<file path="src/rtl/park_pay_station.sv">
// Exit-side pay station: bills parked time, collects coins, pulses pay with change or refunds on cancel.
// Fee is computed one billed unit per cycle in CALC; every output is registered.
module park_pay_station #(
    parameter int TW             = 16,
    parameter int TICKS_PER_UNIT = 60,
    parameter int RATE           = 2,
    parameter int CW             = 8,
    parameter int FEE_MAX        = 240
) (
    input  logic          clk,
    input  logic          rst,
    input  logic [TW-1:0] now,
    input  logic          req,
    input  logic [TW-1:0] t_entry,
    input  logic          coin,
    input  logic [3:0]    coin_val,
    input  logic          cancel,
    output logic          busy,
    output logic [CW-1:0] cost,
    output logic          pay,
    output logic [CW-1:0] change,
    output logic          change_valid
);
    typedef enum logic [1:0] {IDLE, CALC, COLLECT, DONE} state_t;

    localparam logic [TW-1:0] TPU_W     = TW'(TICKS_PER_UNIT);
    localparam logic [CW:0]   RATE_W    = (CW+1)'(RATE);
    localparam logic [CW:0]   FEE_MAX_W = (CW+1)'(FEE_MAX);

    state_t        state, state_nx;
    logic [TW-1:0] elapsed, elapsed_nx;
    logic [CW-1:0] fee, fee_nx;
    logic [CW:0]   inserted, inserted_nx;
    logic [CW:0]   fee_sum, ins_sum;
    logic [CW-1:0] cost_nx, change_nx;
    logic          busy_nx, pay_nx, change_valid_nx;

    always_comb begin
        state_nx        = state;
        elapsed_nx      = elapsed;
        fee_nx          = fee;
        inserted_nx     = inserted;
        change_nx       = '0;
        pay_nx          = 1'b0;
        change_valid_nx = 1'b0;
        fee_sum         = {1'b0, fee} + RATE_W;
        ins_sum         = inserted + (coin ? (CW+1)'(coin_val) : '0);

        case (state)
            IDLE: begin
                if (req) begin
                    elapsed_nx  = now - t_entry;
                    fee_nx      = '0;
                    inserted_nx = '0;
                    state_nx    = CALC;
                end
            end
            CALC: begin
                if (cancel) begin
                    state_nx = IDLE;
                end else if (fee_sum >= FEE_MAX_W) begin
                    fee_nx   = CW'(FEE_MAX);
                    state_nx = COLLECT;
                end else begin
                    fee_nx = fee_sum[CW-1:0];
                    if (elapsed > TPU_W)
                        elapsed_nx = elapsed - TPU_W;
                    else
                        state_nx = COLLECT;
                end
            end
            COLLECT: begin
                inserted_nx = ins_sum;
                // A same-cycle coin is counted first, so the refund includes it.
                if (cancel) begin
                    change_nx       = ins_sum[CW-1:0];
                    change_valid_nx = 1'b1;
                    state_nx        = IDLE;
                end else if (ins_sum >= {1'b0, fee}) begin
                    change_nx       = CW'(ins_sum - {1'b0, fee});
                    change_valid_nx = 1'b1;
                    pay_nx          = 1'b1;
                    state_nx        = DONE;
                end
            end
            DONE:    state_nx = IDLE;
            default: state_nx = IDLE;
        endcase

        busy_nx = (state_nx != IDLE);
        case (state_nx)
            CALC:    cost_nx = fee_nx;
            COLLECT: cost_nx = fee_nx - inserted_nx[CW-1:0];
            default: cost_nx = '0;
        endcase
    end

    always_ff @(posedge clk) begin
        if (rst) begin
            state        <= IDLE;
            elapsed      <= '0;
            fee          <= '0;
            inserted     <= '0;
            busy         <= 1'b0;
            cost         <= '0;
            pay          <= 1'b0;
            change       <= '0;
            change_valid <= 1'b0;
        end else begin
            state        <= state_nx;
            elapsed      <= elapsed_nx;
            fee          <= fee_nx;
            inserted     <= inserted_nx;
            busy         <= busy_nx;
            cost         <= cost_nx;
            pay          <= pay_nx;
            change       <= change_nx;
            change_valid <= change_valid_nx;
        end
    end
endmodule

</file>
<file path="config.mk">
export PLATFORM = sky130hd
export DESIGN_NAME = park_pay_station
export DESIGN_NICKNAME = d
export VERILOG_FILES = /design/src/rtl/park_pay_station.sv
export SDC_FILE = /design/constraint.sdc
export NUM_CORES = 1
export LEC_CHECK = 0
export CAP_MARGIN = 20
export CORE_ASPECT_RATIO = 0.9
export CORE_MARGIN = 10
export CORE_UTILIZATION = 56
export DETAILED_ROUTE_END_ITERATION = 6
export GPL_TIMING_DRIVEN = 0
export PLACE_DENSITY = 0.91
export SYNTH_ARGS = -nofsm -noshare
export SYNTH_HDL_FRONTEND = slang
export SYNTH_SLANG_ARGS = --single-unit
</file>
<file path="constraint.sdc">
create_clock -name clk -period 5.7 [get_ports clk]
set_input_delay 1.14 -clock clk [delete_from_list [all_inputs] [get_ports clk]]
set_output_delay 1.14 -clock clk [all_outputs]
set_load 0.03 [all_outputs]
</file>
==> flow_summary.html <==
<table>
<tr><th>Metric</th><th>Value</th></tr>
<tr><th colspan="2">Clock tree</th></tr>
<tr><td>Total of hold buffers inserted after clock tree synthesis</td><td>0</td></tr>
<tr><td>Clk sinks</td><td>54</td></tr>
<tr><td>Post-CTS Setup Bufs</td><td>0</td></tr>
<tr><td>CTS-repair resized insts</td><td>0</td></tr>
<tr><td>Number of H-tree levels</td><td>2</td></tr>
<tr><td>CTS root buffer</td><td>sky130_fd_sc_hd__clkbuf_8</td></tr>
<tr><td>Clock network latency to the later pin of the worst-skew pair</td><td>0.32 ns</td></tr>
<tr><td>Worst-path clk slew</td><td>0.10 ns</td></tr>
<tr><td>CTS tree</td><td>done</td></tr>
<tr><td>Maximum buffer depth of the clock tree</td><td>2</td></tr>
<tr><td>Number of buffers created by CTS</td><td>5</td></tr>
<tr><th colspan="2">Route</th></tr>
<tr><td>DRC violations left</td><td>0</td></tr>
<tr><td>DRT iter0 DRCs</td><td>445</td></tr>
<tr><td>Antenna Violating Nets Remaining</td><td>0</td></tr>
<tr><td>Total length of routed wires</td><td>11.68 mm</td></tr>
<tr><td>Total number of vias</td><td>4364</td></tr>
<tr><td>First-pass iteration count of the detailed router</td><td>5</td></tr>
<tr><td>Average routed wire per standard cell</td><td>16.68 um</td></tr>
<tr><td>Via-to-Cell Ratio</td><td>approximately 6.2</td></tr>
<tr><th colspan="2">Logic synthesis</th></tr>
<tr><td>Avg Synthesized Cell Area</td><td>7.914 um2</td></tr>
<tr><td>Post-synthesis async set-or-reset flop share</td><td>0%</td></tr>
<tr><td>Number of warnings reported in the yosys synthesis log</td><td>0</td></tr>
<tr><td>Number of standard cells after synthesis</td><td>538</td></tr>
<tr><td>Area of the mapped netlist</td><td>0.004258 mm2</td></tr>
<tr><td>Cells taking the most area after synthesis</td><td>sky130_fd_sc_hd__dfxtp_1 25%, sky130_fd_sc_hd__ha_1 11%, sky130_fd_sc_hd__a21oi_1 4.5%, sky130_fd_sc_hd__nor2_1 4.3%, sky130_fd_sc_hd__inv_1 3.4%</td></tr>
<tr><td>Most frequently used flop master after synthesis</td><td>sky130_fd_sc_hd__dfxtp_1</td></tr>
<tr><td>Library cell with the largest summed area after synthesis</td><td>sky130_fd_sc_hd__dfxtp_1</td></tr>
<tr><td>Number of enable-type register cells in the synthesized netlist</td><td>0</td></tr>
<tr><td>Post-synthesis cell type count</td><td>74</td></tr>
<tr><td>Number of nets in the synthesized netlist</td><td>622</td></tr>
<tr><td>Part of the Yosys area used for sequential elements</td><td>25.39%</td></tr>
<tr><td>Number of register bits inferred by synthesis</td><td>54</td></tr>
<tr><td>Area share of the largest cell type after synthesis</td><td>25.39%</td></tr>
<tr><th colspan="2">Critical path</th></tr>
<tr><td>CP Max Fanout</td><td>7</td></tr>
<tr><td>Crit Reg-Reg Endpoint</td><td>cost[7]</td></tr>
<tr><td>Buffers plus inverters on the worst setup path</td><td>1</td></tr>
<tr><td>Kind of start point of the critical path</td><td>primary input</td></tr>
<tr><td>Max stage delay cell, worst path</td><td>sky130_fd_sc_hd__clkdlybuf4s50_1</td></tr>
<tr><td>Most prevalent standard cell on the critical path</td><td>sky130_fd_sc_hd__ha_1</td></tr>
<tr><td>Number of cells on the worst reg-to-reg path</td><td>17</td></tr>
<tr><td>Worst endpoint required time</td><td>5.91 ns</td></tr>
<tr><td>Slack of the worst reg-to-reg path</td><td>1.44 ns</td></tr>
<tr><td>Largest incremental delay on the critical path</td><td>0.46 ns</td></tr>
<tr><td>Worst endpoint data arrival time</td><td>5.56 ns</td></tr>
<tr><td>Cell type group with the largest total delay on the critical path</td><td>simple AND/OR/NAND/NOR gates</td></tr>
<tr><td>Sequence of cells on the critical path</td><td>clkdlybuf4s50_1 &gt; and2_1 &gt; ha_1 &gt; fa_1 &gt; a21o_1 &gt; a21oi_2 &gt; xnor2_1 &gt; ha_1 &gt; and3_1 &gt; o21ai_0 &gt; nand3_1 &gt; and3_1 &gt; nor2_1 &gt; o31a_1 &gt; ha_1 &gt; nor2b_1 &gt; nand2_1 &gt; and4b_1 &gt; a311o_1</td></tr>
<tr><td>Kind of critical path</td><td>primary input to flip-flop</td></tr>
<tr><td>Launch instance of the worst register-to-register path</td><td>inserted[0]</td></tr>
<tr><td>Endpoint class of the critical path</td><td>flip-flop</td></tr>
<tr><th colspan="2">Worst hold path</th></tr>
<tr><td>Hold path startpoint</td><td>elapsed[1]</td></tr>
<tr><td>Hold worst-path end</td><td>elapsed[1]</td></tr>
<tr><td>Hold Path Stages</td><td>2</td></tr>
<tr><td>Path class of the lowest-slack min-delay path</td><td>flip-flop to flip-flop</td></tr>
<tr><th colspan="2">Timing</th></tr>
<tr><td>Setup violators final</td><td>0</td></tr>
<tr><td>Final sum of negative setup slack</td><td>0 ns</td></tr>
<tr><td>RSZ-0062 raised after global routing</td><td>false</td></tr>
<tr><td>Maximum achievable frequency</td><td>around 0.19 GHz</td></tr>
<tr><td>Final setup skew</td><td>0.009416 ns</td></tr>
<tr><td>Count of final hold-check violations</td><td>0</td></tr>
<tr><td>Slew of the pin with the lowest slew margin</td><td>a little under 0.7 ns</td></tr>
<tr><td>Min cycle time layout</td><td>~5.3 ns</td></tr>
<tr><td>Smallest setup slack after layout</td><td>0.3515 ns</td></tr>
<tr><td>Slew HR</td><td>53.96%</td></tr>
<tr><td>Share of the clock period used by the worst path after layout</td><td>93.83%</td></tr>
<tr><td>Total count of max-transition violations in the final report</td><td>0</td></tr>
<tr><td>Hold_ws</td><td>0.4790 ns</td></tr>
<tr><th colspan="2">Finish</th></tr>
<tr><td>Nets</td><td>688</td></tr>
<tr><td>Synthesis-to-finish area growth</td><td>19.42%</td></tr>
<tr><td>Number of filler instances in the final layout</td><td>600</td></tr>
<tr><td>Final non-filler cell total</td><td>700</td></tr>
<tr><td>Most frequent cells in the layout</td><td>59 x sky130_fd_sc_hd__clkdlybuf4s50_1, 54 x sky130_fd_sc_hd__dfxtp_1, 49 x sky130_fd_sc_hd__nor2_1</td></tr>
<tr><td>Fraction of final layout cells with drive strength greater than 1</td><td>4.470%</td></tr>
<tr><td>Most common library cell in the layout ignoring fill and taps</td><td>sky130_fd_sc_hd__clkdlybuf4s50_1</td></tr>
<tr><td>Number of diodes added for antenna fixing</td><td>0</td></tr>
<tr><th colspan="2">Placed design</th></tr>
<tr><td>DP Cell Count</td><td>693</td></tr>
<tr><td>Detailed placement HPWL</td><td>9.185 mm</td></tr>
<tr><td>Final estimated routing congestion in global placement</td><td>0.9437</td></tr>
<tr><td>Number of port buffers</td><td>roughly 60</td></tr>
<tr><td>Worst-case setup slack after placement</td><td>-0.08400 ns</td></tr>
<tr><th colspan="2">Floorplan</th></tr>
<tr><td>Core box area</td><td>between 0.007 and 0.008 mm2</td></tr>
<tr><td>Io pins</td><td>60</td></tr>
<tr><td>Die Width</td><td>~110 um</td></tr>
<tr><td>Total number of placement rows</td><td>30</td></tr>
<tr><td>Total die area</td><td>0.01150 mm2</td></tr>
<tr><td>Starting Density</td><td>~57%</td></tr>
<tr><td>Vertical die dimension</td><td>102.7 um</td></tr>
<tr><th colspan="2">Global routing</th></tr>
<tr><td>Maximum number of pins on one net before global-route repair</td><td>16</td></tr>
<tr><td>Number of global-route vias before repair</td><td>between 3000 and 4000</td></tr>
<tr><td>Global-route wire length before repair</td><td>18.91 mm</td></tr>
<tr><td>Number of antenna violations at the first check in global routing</td><td>0</td></tr>
<tr><td>GRT overflow</td><td>0</td></tr>
<tr><td>GRT Resource Usage Total</td><td>between 10% and 20%</td></tr>
<tr><th colspan="2">Job</th></tr>
<tr><td>Maximum Capacitance Violations</td><td>0</td></tr>
<tr><th colspan="2">Power</th></tr>
<tr><td>Total power draw</td><td>just under 1 mW</td></tr>
<tr><td>Static leakage</td><td>between 2 and 2.5 nW</td></tr>
<tr><td>IR Drop Worst-Case VDD</td><td>~0.11 mV</td></tr>
<tr><td>Power density over cell area</td><td>193.7 mW/mm2</td></tr>
<tr><th colspan="2">Outcome</th></tr>
<tr><td>Outcome</td><td>complete, no violations</td></tr>
</table>
layer usage:
metal  vias to the layer above  track usage [%]  share of wire, %
met5                         -                0                 0
met4                         0            5.528               1.6
met3                        20            3.549               8.9
li1                       2120                -                 -
met2                       224            31.65                46
met1                      2000            25.53                43
power by group:
group          switching, mW  internal, mW  total [mW]  leakage, nW
sequential            0.0208         0.395       0.416        0.439
clock                  0.133         0.141       0.274       0.0573
combinational          0.168         0.128       0.296         1.59
cell families (layout without fill, tap and decap cells):
group | after synthesis | count (layout) | synth area share, %
simple gates | 188 | 188 | 22.83
compound gates | 176 | 176 | 28.39
flops | 54 | 54 | 25.39
buf+inv | 54 | 120 | 4.878
fa+ha+maj | 43 | 43 | 13.34
xor+xnor | 19 | 19 | 3.908
mux | 4 | 4 | 1.264
per-stage QoR:
step | instance area, um2 | utilization (%)
floorplan | 4258 | -
global placement | 4969 | 66.52
detailed placement | 4969 | 66.52
CTS | 5081 | 68.02
global route | 5085 | 68.07
finish | 5085 | 68.07
registers in the layout, summed over array words and instances (netlist names):
name / flops
elapsed: 16
inserted: 9
change: 8
cost: 8
fee: 8
state: 2
busy: 1
change_valid: 1
pay: 1
worst max-delay path by stage:
stage,to,start,cells after the start,slack [ns]
6_report,cost[7],coin,19,0.35
5_1_grt,cost[7],coin,19,0.07
4_1_cts,cost[7],coin,19,0.20
3_5_place_dp,cost[7],coin,19,-0.08
3_3_place_gp,cost[7],coin,19,-0.04
2_1_floorplan,cost[7],coin_val[0],18,0.84
worst register-to-register path, cell delays in order, from the launching register on:
cell,delay [ns]
sky130_fd_sc_hd__dfxtp_1,0.34
sky130_fd_sc_hd__ha_1,0.23
sky130_fd_sc_hd__fa_1,0.40
sky130_fd_sc_hd__a21o_1,0.20
sky130_fd_sc_hd__a21oi_2,0.33
sky130_fd_sc_hd__xnor2_1,0.16
sky130_fd_sc_hd__ha_1,0.39
sky130_fd_sc_hd__and3_1,0.19
sky130_fd_sc_hd__o21ai_0,0.11
sky130_fd_sc_hd__nand3_1,0.14
sky130_fd_sc_hd__and3_1,0.21
sky130_fd_sc_hd__nor2_1,0.08
sky130_fd_sc_hd__o31a_1,0.27
sky130_fd_sc_hd__ha_1,0.31
sky130_fd_sc_hd__nor2b_1,0.19
sky130_fd_sc_hd__nand2_1,0.14
sky130_fd_sc_hd__and4b_1,0.21
sky130_fd_sc_hd__a311o_1,0.26
synthesized netlist by cell type, drive strengths merged, types with 9 or more instances:
cell,instances
dfxtp,54
nor2,49
inv,40
o21ai,40
a21oi,39
ha,39
nand2,36
nor3,19
nand3,17
nor2b,14
a21o,12
xor2,11
a211oi,10
a22oi,9
a31oi,9
and3,9
clkbuf,9
layout make-up:
| type | count | area [um2] | area share, % |
|---|---|---|---|
| plain buffers | 14 | 57.56 | 1.132 |
| well taps | 96 | 120.1 | 2.362 |
| flip-flops and latches | 54 | 1081 | 21.26 |
| clock buffers | 6 | 82.58 | 1.624 |
| clock inverters | 1 | 30.03 | 0.5906 |
| inverters | 40 | 150.1 | 2.953 |
| multi-input cells | 430 | 2973 | 58.46 |
| repair buffers | 59 | 590.6 | 11.61 |
(Power assumes the default switching activity.)
